[config.mk]
export PLATFORM = sky130hd
export DESIGN_NAME = ones_counter_seq_flat
export DESIGN_NICKNAME = d
export VERILOG_FILES = /design/src/rtl/ones_counter_seq_pkg.sv /design/src/rtl/ones_counter_seq_if.sv /design/src/rtl/ones_counter_seq_chunk.sv /design/src/rtl/ones_counter_seq.sv /design/src/flat_wrapper.sv
export SDC_FILE = /design/constraint.sdc
export NUM_CORES = 1
export LEC_CHECK = 0
export CAP_MARGIN = 20
export CORE_AREA = 2 2 67 69
export DETAILED_ROUTE_END_ITERATION = 10
export DIE_AREA = 0 0 69 71
export PLACE_DENSITY = 0.69
export SYNTH_ARGS = -nofsm -noshare
export SYNTH_HDL_FRONTEND = slang
export SYNTH_SLANG_ARGS = --single-unit
[constraint.sdc]
create_clock -name clk -period 5 [get_ports clk]
set_input_delay 0.5 -clock clk [delete_from_list [all_inputs] [get_ports clk]]
set_output_delay 0.5 -clock clk [all_outputs]
set_load 0.01 [all_outputs]
[src/rtl/ones_counter_seq_pkg.sv]
// Shared types and width helpers for the sequential population counter.
package ones_counter_seq_pkg;

  typedef enum logic [1:0] {
    ST_IDLE  = 2'd0,
    ST_COUNT = 2'd1,
    ST_DONE  = 2'd2
  } state_e;

  localparam int DEF_WIDTH = 16;
  localparam int DEF_CHUNK = 4;

  // Bits needed to hold any value in 0..n.
  function automatic int cw_of(input int n);
    return $clog2(n + 1);
  endfunction

  // Bits needed to index n items, never less than one.
  function automatic int idx_w_of(input int n);
    return (n <= 1) ? 1 : $clog2(n);
  endfunction

endpackage

[src/rtl/ones_counter_seq_if.sv]
// Input/output handshake bundle of the sequential population counter.
interface ones_counter_seq_if
  import ones_counter_seq_pkg::*;
#(
  parameter int WIDTH = DEF_WIDTH
);
  localparam int CW = cw_of(WIDTH);

  logic [WIDTH-1:0] in_data;
  logic             in_zeros;
  logic             in_valid;
  logic             in_ready;
  logic [CW-1:0]    out_count;
  logic             out_all;
  logic             out_none;
  logic             out_parity;
  logic             out_valid;
  logic             out_ready;
  logic             busy;

  modport master (
    output in_data, in_zeros, in_valid, out_ready,
    input  in_ready, out_count, out_all, out_none, out_parity, out_valid, busy
  );

  modport slave (
    input  in_data, in_zeros, in_valid, out_ready,
    output in_ready, out_count, out_all, out_none, out_parity, out_valid, busy
  );
endinterface

[src/rtl/ones_counter_seq_chunk.sv]
// Combinational popcount of one CHUNK-bit slice.
module ones_counter_chunk
  import ones_counter_seq_pkg::*;
#(
  parameter int CHUNK = DEF_CHUNK,
  localparam int PW   = cw_of(CHUNK)
) (
  input  logic [CHUNK-1:0] bits_i,
  output logic [PW-1:0]    count_o
);

  always_comb begin
    count_o = '0;
    for (int i = 0; i < CHUNK; i++) begin
      count_o = count_o + PW'(bits_i[i]);
    end
  end

endmodule

[src/rtl/ones_counter_seq.sv]
// Multi-cycle ones/zeros counter: CHUNK bits per clock, valid/ready on both sides.
module ones_counter_seq
  import ones_counter_seq_pkg::*;
#(
  parameter int WIDTH = DEF_WIDTH,
  parameter int CHUNK = DEF_CHUNK
) (
  input logic          clk,
  input logic          rst,
  ones_counter_seq_if.slave bus
);

  localparam int NCHUNK = WIDTH / CHUNK;
  localparam int CW     = cw_of(WIDTH);
  localparam int PW     = cw_of(CHUNK);
  localparam int IW     = idx_w_of(NCHUNK);

  generate
    if (CHUNK < 1 || (WIDTH % CHUNK) != 0) begin : g_bad_params
      $error("ones_counter_seq: WIDTH must be a positive multiple of CHUNK");
    end
  endgenerate

  state_e           state_q, state_d;
  logic [WIDTH-1:0] shreg_q, shreg_d;
  logic             zeros_q, zeros_d;
  logic             par_q, par_d;
  logic [CW-1:0]    acc_q, acc_d;
  logic [IW-1:0]    idx_q, idx_d;
  logic [CW-1:0]    count_q, count_d;
  logic             all_q, all_d;
  logic             none_q, none_d;
  logic             parity_q, parity_d;
  logic             valid_q, valid_d;
  logic             in_ready_q, in_ready_d;
  logic             busy_q, busy_d;

  logic [CHUNK-1:0] chunk_bits;
  logic [PW-1:0]    chunk_cnt;
  logic [CW-1:0]    sum;

  // Zeros mode counts ones of the inverted slice.
  assign chunk_bits = shreg_q[CHUNK-1:0] ^ {CHUNK{zeros_q}};
  assign sum        = acc_q + CW'(chunk_cnt);

  ones_counter_chunk #(.CHUNK(CHUNK)) u_chunk (
    .bits_i  (chunk_bits),
    .count_o (chunk_cnt)
  );

  always_comb begin
    state_d  = state_q;
    shreg_d  = shreg_q;
    zeros_d  = zeros_q;
    par_d    = par_q;
    acc_d    = acc_q;
    idx_d    = idx_q;
    count_d  = count_q;
    all_d    = all_q;
    none_d   = none_q;
    parity_d = parity_q;
    valid_d  = valid_q;
    case (state_q)
      ST_IDLE: begin
        if (bus.in_valid) begin
          shreg_d = bus.in_data;
          zeros_d = bus.in_zeros;
          par_d   = ^bus.in_data;
          acc_d   = '0;
          idx_d   = '0;
          state_d = ST_COUNT;
        end
      end
      ST_COUNT: begin
        acc_d   = sum;
        shreg_d = shreg_q >> CHUNK;
        idx_d   = idx_q + 1'b1;
        if (idx_q == IW'(NCHUNK - 1)) begin
          count_d  = sum;
          all_d    = (sum == CW'(WIDTH));
          none_d   = (sum == '0);
          parity_d = par_q;
          valid_d  = 1'b1;
          state_d  = ST_DONE;
        end
      end
      ST_DONE: begin
        if (bus.out_ready) begin
          valid_d = 1'b0;
          state_d = ST_IDLE;
        end
      end
      default: state_d = ST_IDLE;
    endcase
    // Status flags follow the next state so they are registered like the rest.
    in_ready_d = (state_d == ST_IDLE);
    busy_d     = (state_d != ST_IDLE);
  end

  always_ff @(posedge clk) begin
    if (rst) begin
      state_q    <= ST_IDLE;
      shreg_q    <= '0;
      zeros_q    <= 1'b0;
      par_q      <= 1'b0;
      acc_q      <= '0;
      idx_q      <= '0;
      count_q    <= '0;
      all_q      <= 1'b0;
      none_q     <= 1'b0;
      parity_q   <= 1'b0;
      valid_q    <= 1'b0;
      in_ready_q <= 1'b1;
      busy_q     <= 1'b0;
    end else begin
      state_q    <= state_d;
      shreg_q    <= shreg_d;
      zeros_q    <= zeros_d;
      par_q      <= par_d;
      acc_q      <= acc_d;
      idx_q      <= idx_d;
      count_q    <= count_d;
      all_q      <= all_d;
      none_q     <= none_d;
      parity_q   <= parity_d;
      valid_q    <= valid_d;
      in_ready_q <= in_ready_d;
      busy_q     <= busy_d;
    end
  end

  assign bus.in_ready   = in_ready_q;
  assign bus.busy       = busy_q;
  assign bus.out_count  = count_q;
  assign bus.out_all    = all_q;
  assign bus.out_none   = none_q;
  assign bus.out_parity = parity_q;
  assign bus.out_valid  = valid_q;

endmodule

[src/flat_wrapper.sv]
// flat-port wrapper written by rule: the top's interface ports become plain ports
module ones_counter_seq_flat import ones_counter_seq_pkg::*;
#(
  parameter int WIDTH = DEF_WIDTH,
  parameter int CHUNK = DEF_CHUNK
)
  (clk, rst, bus_in_data, bus_in_zeros, bus_in_valid, bus_out_ready, bus_in_ready, bus_out_count, bus_out_all, bus_out_none, bus_out_parity, bus_out_valid, bus_busy);
  ones_counter_seq_if #(.WIDTH(WIDTH)) bus_i ();
  input logic clk;
  input logic rst;
  input wire logic [$bits(bus_i.in_data)-1:0] bus_in_data;
  input wire logic [$bits(bus_i.in_zeros)-1:0] bus_in_zeros;
  input wire logic [$bits(bus_i.in_valid)-1:0] bus_in_valid;
  input wire logic [$bits(bus_i.out_ready)-1:0] bus_out_ready;
  output wire logic [$bits(bus_i.in_ready)-1:0] bus_in_ready;
  output wire logic [$bits(bus_i.out_count)-1:0] bus_out_count;
  output wire logic [$bits(bus_i.out_all)-1:0] bus_out_all;
  output wire logic [$bits(bus_i.out_none)-1:0] bus_out_none;
  output wire logic [$bits(bus_i.out_parity)-1:0] bus_out_parity;
  output wire logic [$bits(bus_i.out_valid)-1:0] bus_out_valid;
  output wire logic [$bits(bus_i.busy)-1:0] bus_busy;
  assign bus_i.in_data = bus_in_data;
  assign bus_i.in_zeros = bus_in_zeros;
  assign bus_i.in_valid = bus_in_valid;
  assign bus_i.out_ready = bus_out_ready;
  assign bus_in_ready = bus_i.in_ready;
  assign bus_out_count = bus_i.out_count;
  assign bus_out_all = bus_i.out_all;
  assign bus_out_none = bus_i.out_none;
  assign bus_out_parity = bus_i.out_parity;
  assign bus_out_valid = bus_i.out_valid;
  assign bus_busy = bus_i.busy;
  ones_counter_seq #(.WIDTH(WIDTH), .CHUNK(CHUNK)) u_core (.clk(clk), .rst(rst), .bus(bus_i));
endmodule
Yosys cells after proc, flatten, opt, wreduce, memory -nomap -nowiden
Cells that the tools add are included.
{"block": "classes", "addsub": 5, "eq_ne": 7, "mux": 13, "n_bitwise": 1, "n_reduce_logical": 11}
{"cell": "$pmux W16 S2", "count": 1}
{"cell": "$mux W16", "count": 1}
{"cell": "$reduce_xor A16 Y1", "count": 1}
{"cell": "$pmux W5 S2", "count": 1}
{"cell": "$mux W2", "count": 4}
{"cell": "$pmux W2 S3", "count": 1}
{"cell": "$reduce_and A2 Y1", "count": 3}
{"cell": "$reduce_bool A2 Y1", "count": 3}
{"cell": "$add A5 B3 Y5", "count": 1}
{"cell": "$eq A5 B5 Y1 const B", "count": 1}
{"cell": "$logic_not A5 Y1", "count": 1}
{"cell": "$mux W5", "count": 1}
{"cell": "$eq A2 B2 Y1 const B", "count": 2}
{"cell": "$logic_not A2 Y1", "count": 2}
{"cell": "$ne A2 B2 Y1 const B", "count": 2}
{"cell": "$pmux W2 S2", "count": 1}
{"cell": "$xor A4 B4 Y4", "count": 1}
{"cell": "$add A2 B1 Y3", "count": 1}
{"cell": "$add A3 B1 Y3", "count": 1}
{"cell": "$reduce_and A3 Y1", "count": 1}
{"cell": "$add A1 B1 Y2", "count": 1}
{"cell": "$add A2 B1 Y2 const B", "count": 1}
{"cell": "$eq A2 B1 Y1 const B", "count": 1}
{"cell": "$mux W1", "count": 2}
{"cell": "other kinds (2)", "count": 2}
{"block": "word_totals", "ff_bits": 38, "in_bits": 21, "output_inout_bits": 11, "wordCells": 50}

Logic depth before layout (Yosys ltp)
Gate-level depths: netlist (run 1).
{"block": "logic_depth", "ltp_word": 6, "ltp_mapped": 11, "ltp_nobuf": 10}

Cells and area by module
Synthesis (run 1) repeated with hierarchy kept, for this count alone.
{"block": "unflattened", "hier_cells": 201, "area_unflattened_um2": 1801.7}
{"module": "ones_counter_seq", "instances": 1, "cells_per_inst": 198, "area_per_inst_um2": 1756.7, "seq_area_each_um2": 760.7}
{"module": "ones_counter_chunk", "instances": 1, "cells_per_inst": 3, "area_per_inst_um2": 45.0, "seq_area_each_um2": 0.0}

Least setup slack after synthesis (run 1)
Ideal clock, no wire load.
{"block": "synth_timing", "path_kind": "reg-to-reg", "from": "register u_core.zeros_q", "to": "register u_core.all_q, in the netlist u_core.bus.out_all", "setup_ns": 0.128, "arrival_ns": 2.523, "required_ns": 4.872, "path_slack_ns": 2.349, "stages_incl_launch_ff": 11, "path_buffers": 1, "period_less_slack_ns": 2.651, "cell_sequence": "dfxtp_1 -> clkbuf_1 -> xnor2_1 -> fa_1 -> inv_1 -> fa_1 -> inv_1 -> fa_1 -> and4b_1 -> a32oi_1 -> nor2_1"}
{"block": "synth_between", "elab_chain_len": 6}
{"item": "start: declaration", "line": "ones_counter_seq.sv:26", "source": "logic zeros_q, zeros_d;"}
{"item": "start signal: assignment", "line": "ones_counter_seq.sv:118", "source": "zeros_q <= zeros_d;"}
{"item": "$xor A4 B4 Y4 *", "line": "ones_counter_seq.sv:43", "source": "assign chunk_bits = shreg_q[CHUNK-1:0] ^ {CHUNK{zeros_q}};"}
{"item": "$add A1 B1 Y2", "line": "ones_counter_seq_chunk.sv:15", "source": "count_o = count_o + PW'(bits_i[i]);"}
{"item": "$add A2 B1 Y3", "line": "ones_counter_seq_chunk.sv:15"}
{"item": "$add A3 B1 Y3 *", "line": "ones_counter_seq_chunk.sv:15"}
{"item": "$add A5 B3 Y5 *", "line": "ones_counter_seq.sv:44", "source": "assign sum = acc_q + CW'(chunk_cnt);"}
{"item": "$eq A5 B5 Y1 *", "line": "ones_counter_seq.sv:80", "source": "all_d = (sum == CW'(WIDTH));"}
{"item": "end signal: assignment", "line": "ones_counter_seq.sv:123", "source": "all_q <= all_d;"}
{"item": "end: declaration", "line": "ones_counter_seq.sv:31", "source": "logic all_q, all_d;"}
Mark *: on every way between the ends. The rest lies on a longest branch, timed or not.
A chain may end at the register's enable or synchronous reset.

Worst setup path in the final report (run 1)
Same ends and word-level chain as after synthesis.

==> impl_metrics.py, run 1 <==
metrics = {
    "yosys": {
        "synthFlopType": "dfxtp_1",
        "ys_types": 27,
        "yosys_warnings": 0,
        "synth.ff_latch_count": 38,
        "async_flop_share": 0,
        "synthesis.nets": 229,
        "syn_area_um2": 1760,
        "ys_seq_area_frac": 0.432,
        "syn_avg_cell_area_um2": 8.67,
        "synth-edff-count": 0,
        "synth_cells": 203,
    },
    "global_routing": {
        "grt_max_degree": 38,
        "overflow": 0,
        "grt.total_usage": 0.148,
        "grt_pass1_vias": 1328,
        "antenna_found_initial": 0,
        "grt_pass1_wl_um": 5800,
    },
    "place": {
        "hpwl_um": 2360,
        "place_congestion": 0.786,
        "io_buffers": 31,
        "numPlacedInstances": 275,
    },
    "worst_setup_path": {
        "crit_fanout": 5,
        "path_cells": "xnor2_1, fa_1, inv_1, fa_1, inv_1, fa_1, and4b_1, a32oi_1, nor2_1",
        "cp.arrival_ns": 2.85,
        "crit_family": "adder cells",
        "critical_path_class": "reg2reg",
        "path_common_cell": "fa_1",
        "end_kind": "flop",
        "cp_slowest_cell": "fa_1",
        "cp-start-kind": "flop",
        "cp.required_ns": 5.17,
        "cp_slowest_stage_delay_ns": 0.54,
        "critPathBufInv": 2,
    },
    "cells_and_area": {
        "diodes": 0,
        "finish.utilization": 0.522,
        "final_common_cell": "dfxtp_1",
        "area_delta_synth_final_pct": 24.6,
        "final_nets": 256,
        "fin_cells": 283,
        "drive_above_1_share": 0.0606,
        "final_cell_mix": "dfxtp_1 (38), nor2_1 (37), nand2_1 (34)",
        "fillCellCount": 421,
    },
    "timing": {
        "fin_crit_ns": 2.68,
        "tns_ns": 0,
        "rsz0062_at_grt": "no",
        "fin_skew_ns": 0.00103,
        "slew_viol_final": 0,
        "setup_violations": 0,
        "hold_viol_final": 0,
        "fmax_mhz": 373,
        "max_slew_margin": 0.425,
        "tightest_slew_ns": 0.861,
        "post-route-period-util": 0.536,
    },
    "power": {
        "combPwrFrac": 0.195,
        "p_leak_nw": 0.815,
        "ir_drop_uv": 149,
        "p_sw_frac": 0.263,
        "power_switching_mw": 0.189,
        "power_frac_seq": 0.463,
        "p_int_mw": 0.529,
        "clockPowerShare": 0.342,
        "power.density_nw_per_um2": 327,
    },
    "routing": {
        "drt.antenna.violating_nets": 0,
        "dr_total_vias": 1422,
        "drt-wirelength-per-cell_um": 11.9,
        "dr.pass1.iters": 4,
        "routed_wl_um": 3360,
        "drc_errors": 0,
        "drt_iter0_drc": 49,
        "via_per_inst": 5.02,
    },
    "floorplan": {
        "coreArea_um2": 4200,
        "die_area_um2": 4900,
        "io_pins": 32,
        "die_w_um": 69,
        "std_cell_rows": 24,
        "die_h_um": 71,
        "start_util": 0.419,
    },
    "clock_tree": {
        "clock_latency_ns": 0.29,
        "hold_buffers": 0,
        "cts_sinks": 38,
        "root_buffer": "clkbuf_8",
        "cts-resized-gates": 0,
        "htree_levels": 2,
        "path_clk_slew_ns": 0.07,
        "clockBufferDepth": 2,
        "cts_setup_buffers": 0,
        "cts_made_buffers": 5,
        "cts_tree": "done",
    },
    "status": {
        "status": "completed",
    },
    "job": {
        "drv_cap": 0,
    },
    "hold_path": {
        "worstHoldPathType": "reg2reg",
    },
}
==> flip-flops by register name (all words and copies together) (netlist names) <==
signal,count
u_core.acc_q,5
u_core.bus.busy,1
u_core.bus.in_ready,1
u_core.bus.out_all,1
u_core.bus.out_count,5
u_core.bus.out_none,1
u_core.bus.out_parity,1
u_core.bus.out_valid,1
u_core.idx_q,2
u_core.par_q,1
u_core.shreg_q,16
u_core.state_q,2
u_core.zeros_q,1
==> cell families (layout without fill, tap and decap cells) <==
group | after synthesis | count (layout) | share of synthesized area
AO/OA/AOI/OAI | 38 | 38 | 0.158
XOR/XNOR | 23 | 23 | 0.114
adder cells (fa/ha/maj) | 5 | 5 | 0.0483
buffers and inverters | 17 | 45 | 0.0462
flip-flops | 38 | 38 | 0.432
multiplexers | 1 | 1 | 0.00569
AND/OR/NAND/NOR | 81 | 81 | 0.195
==> worst register-to-register path, stage by stage (launching register included) <==
cell and delay [ns]:
dfxtp_1 0.45, xnor2_1 0.13, fa_1 0.54, inv_1 0.05, fa_1 0.40, inv_1 0.08, fa_1 0.44, and4b_1 0.21
a32oi_1 0.20, nor2_1 0.06
==> metrics by stage <==
| step | power [mW] | cell area (um^2) | worst slack [ns] | hold slack, ns |
|---|---|---|---|---|
| detailed placement | 0.481 | 2080 | 2.34 | 0.449 |
| global route | 0.756 | 2190 | 2.18 | 0.468 |
| finish | 0.718 | 2190 | 2.32 | 0.457 |
| global placement | 0.478 | 2080 | 2.40 | 0.448 |
| CTS | 0.728 | 2190 | 2.31 | 0.458 |
| floorplan | 0.438 | 1760 | 2.35 | 0.432 |
==> per-layer routing <==
metal	vias to the layer above	global-route usage	routed length (um)	share of wire
li1	741	-	-	-
met1	647	0.178	1580	0.47
met2	28	0.251	1580	0.47
met3	6	0.0484	158	0.047
met4	0	0.0523	53	0.016
met5	-	0	0	0
==> path summary, 6_finish.rpt <==
check	end	startpoint	depth (start not counted)	slack (ns)
max reg2reg	u_core.bus.out_all	u_core.zeros_q	9	2.32
max	u_core.bus.out_all	u_core.zeros_q	9	2.32
min reg2reg	u_core.bus.out_parity	u_core.par_q	2	0.46
min	u_core.bus.out_parity	u_core.par_q	2	0.46
==> power groups by stage <==
stage	registers (mW)	clock network, mW	logic, mW
final	0.332	0.246	0.140
after global routing	0.334	0.266	0.156
after CTS	0.332	0.253	0.143
after detailed placement	0.339	0	0.142
after global placement	0.339	0	0.140
after floorplan	0.337	0	0.101
==> cell type report <==
class	count	area, um^2	share of cell area
clock buffer	8	110	0.0502
inverter	5	18.8	0.00856
multi-input combinational	148	921	0.420
sequential	38	761	0.347
tap	52	65.1	0.0297
timing repair buffer	32	318	0.145
==> synth_stat cells (2+ instances only) <==
master    instances  area [um^2]
buf_2             2         10.0
ha_1              2         25.0
a211oi_1          5         37.5
fa_1              3         60.1
dfxtp_1          38          761
a311oi_1         12          105
nor2b_1           2         12.5
a22oi_1           8         60.1
xor2_1            5         43.8
nor2_1           38          143
clkbuf_1          8         30.0
a32oi_1           2         17.5
buf_6             2         22.5
inv_1             5         18.8
nand2_1          34          128
xnor2_1          18          158
a21oi_1           9         45.0
Power figures use the tool's default switching activity.
==> inputs of run 2 (changes only) <==
==> constraint.sdc (replaced) <==
create_clock -name clk -period 2.5 [get_ports clk]
set_input_delay 0.25 -clock clk [delete_from_list [all_inputs] [get_ports clk]]
set_output_delay 0.25 -clock clk [all_outputs]
set_load 0.01 [all_outputs]
==> run 2 against run 1 <==
  * The flow now finishes with violations (setup timing)
  * First-iteration DRC count rose by 8.2%
  * Sequential power is 100% higher
  * Clock power up 78%
  * Design area rose by 2.9%
  * Fmax increased by 5.2%
  * Core utilization is 1.5 points higher
  * Wire length increased by 5.9%
  * Critical endpoint unchanged
==> impl_metrics.py, run 2 (same netlist as run 1, synthesis figures left out) <==
metrics = {
    "status": {
        "status": "finished, violations left",
        "violations": "setup timing",
    },
    "cells_and_area": {
        "finish.utilization": 0.537,
        "largest_register_ffs": 16,
        "final_common_cell": "nor2_1",
        "drive_above_1_share": 0.113,
        "diodes": 0,
        "final_nets": 263,
        "final_cell_mix": "nor2_1 (38), dfxtp_1 (37), nand2_1 (34)",
        "area_delta_synth_final_pct": 28.1,
        "top_register": "u_core.shreg_q",
    },
    "clock_tree": {
        "htree_levels": 2,
        "cts_sinks": 38,
        "clockBufferDepth": 2,
        "root_buffer": "clkbuf_8",
        "cts_tree": "done",
        "path_clk_slew_ns": 0.07,
        "cts_made_buffers": 5,
        "clock_latency_ns": 0.30,
    },
    "timing": {
        "setup_slack_ns": -0.0493,
        "setup_violations": 2,
        "hold_viol_final": 0,
        "max_slew_margin": 0.581,
        "slew_viol_final": 0,
        "fin_crit_ns": 2.55,
        "tightest_slew_ns": 0.626,
        "post-route-period-util": 1.02,
        "fmax_mhz": 392,
        "rsz0062_at_grt": "yes",
        "fin_skew_ns": 0.00541,
    },
    "global_routing": {
        "antenna_found_initial": 0,
        "grt.total_usage": 0.155,
        "grt_max_degree": 38,
        "overflow": 0,
        "grt_pass1_vias": 1349,
        "grt_pass1_wl_um": 6000,
    },
    "routing": {
        "routed_wl_um": 3560,
        "drt_iter0_drc": 53,
        "dr_total_vias": 1494,
        "drc_errors": 0,
        "via_per_inst": 5.15,
        "drt-wirelength-per-cell_um": 12.3,
        "drt.antenna.violating_nets": 0,
        "dr.pass1.iters": 4,
    },
    "worst_setup_path": {
        "critPathBufInv": 2,
        "cp.arrival_ns": 2.73,
        "cp_slowest_stage_delay_ns": 0.55,
        "cp-start-kind": "flop",
        "crit_family": "adder cells",
        "path_cells": "xnor2_2, fa_1, inv_2, fa_2, inv_2, fa_2, and4b_1, a32oi_1, nor2_1",
        "cp_slowest_cell": "fa_1",
        "startpoint": "u_core.zeros_q",
        "r2r_cells": 9,
        "end_kind": "flop",
        "r2r_slack_ns": -0.05,
        "crit_fanout": 4,
        "r2r_end": "u_core.bus.out_all",
        "cp.required_ns": 2.68,
        "critical_path_class": "reg2reg",
        "worstReg2RegStart": "u_core.zeros_q",
    },
    "floorplan": {
        "std_cell_rows": 24,
        "die_w_um": 69,
        "coreArea_um2": 4200,
        "start_util": 0.419,
        "die_h_um": 71,
        "die_area_um2": 4900,
        "io_pins": 32,
    },
    "power": {
        "power.density_nw_per_um2": 634,
        "ir_drop_uv": 285,
        "p_leak_nw": 0.844,
    },
    "job": {
        "drv_cap": 0,
    },
    "place": {
        "io_buffers": 31,
        "hpwl_um": 2510,
        "pre_cts_ws_ns": -0.0792,
        "place_congestion": 0.777,
    },
    "hold_path": {
        "worstHoldPathType": "reg2reg",
        "holdCritStartpoint": "u_core.par_q",
        "whs_path_depth": 2,
        "min_to": "u_core.bus.out_parity",
    },
}
[run 2: changes by cell type in the layout (fill, tap and decap cells not counted), sizes merged]
cell    previous run  this run
clkbuf             8         7
clkinv             0         1
buf                1         8
[run 2: repair_timing]
item,4_1_cts,5_1_grt
endpoints found under the setup margin,3,7
resized for setup,1,3
setup buffers,0,1
hold buffers,0,0
hold endpoints to repair,0,0
pin swaps,0,1
[run 2: worst max path at each step]
stage / endpoint / slack, ns / cells after the start
after floorplan: u_core.bus.out_none / -0.02 / 10
after CTS: u_core.bus.out_none / -0.03 / 9
after detailed placement: u_core.bus.out_none / -0.08 / 10
after global placement: u_core.bus.out_all / -0.03 / 9
after global routing: u_core.bus.out_none / -0.13 / 9
final: u_core.bus.out_all / -0.05 / 9
[run 2: worst register-to-register path, cell delays in order, from the launching register on]
cell and delay (ns):
dfxtp_4 0.37, xnor2_2 0.14, fa_1 0.55, inv_2 0.05, fa_2 0.39, inv_2 0.07, fa_2 0.42, and4b_1 0.22
a32oi_1 0.18, nor2_1 0.05
[run 2: per-stage QoR]
stage	std cells	area (um^2)	power (mW)	hold WS, ns	TNS [ns]
after floorplan	203	1790	0.889	0.397	-0.0464
after global placement	281	2150	0.992	0.442	-0.0528
after detailed placement	281	2150	0.996	0.454	-0.172
after CTS	289	2240	1.43	0.464	-0.0487
after global routing	290	2260	1.51	0.485	-0.451
final	290	2260	1.43	0.458	-0.0967
[run 2: power by group]
group	internal [mW]	leakage (nW)	switching, mW	total [mW]
sequential	0.641	0.312	0.0245	0.665
combinational	0.172	0.484	0.156	0.328
clock	0.222	0.0482	0.215	0.437
total	1.04	0.844	0.395	1.43
[run 2: layout make-up]
type	instances	area, um^2
Fill cell	416	1950
Multi-Input combinational cell	148	946
Sequential cell	38	764
Timing Repair Buffer	39	370
Clock buffer	7	86.3
Tap cell	52	65.1
Inverter	5	18.8
Clock inverter	1	5.00
[run 2: layer usage]
layer  vias up  wire, um  GRT usage
li1        755         -          -
met1       705      1570      0.181
met2        27      1780      0.260
met3         7       119     0.0342
met4         0        95     0.0980
met5         -         0          0
==> inputs of run 3 (changes only) <==
--- a/config.mk
+++ b/config.mk
@@ -7,6 +7,7 @@
 export LEC_CHECK = 0
 export CAP_MARGIN = 20
 export CORE_AREA = 2 2 67 69
+export CTS_CLUSTER_SIZE = 10
 export DETAILED_ROUTE_END_ITERATION = 10
 export DIE_AREA = 0 0 69 71
 export PLACE_DENSITY = 0.69
==> results of run 3 <==
Final layout, timing and power as in run 2 (identical DEF).
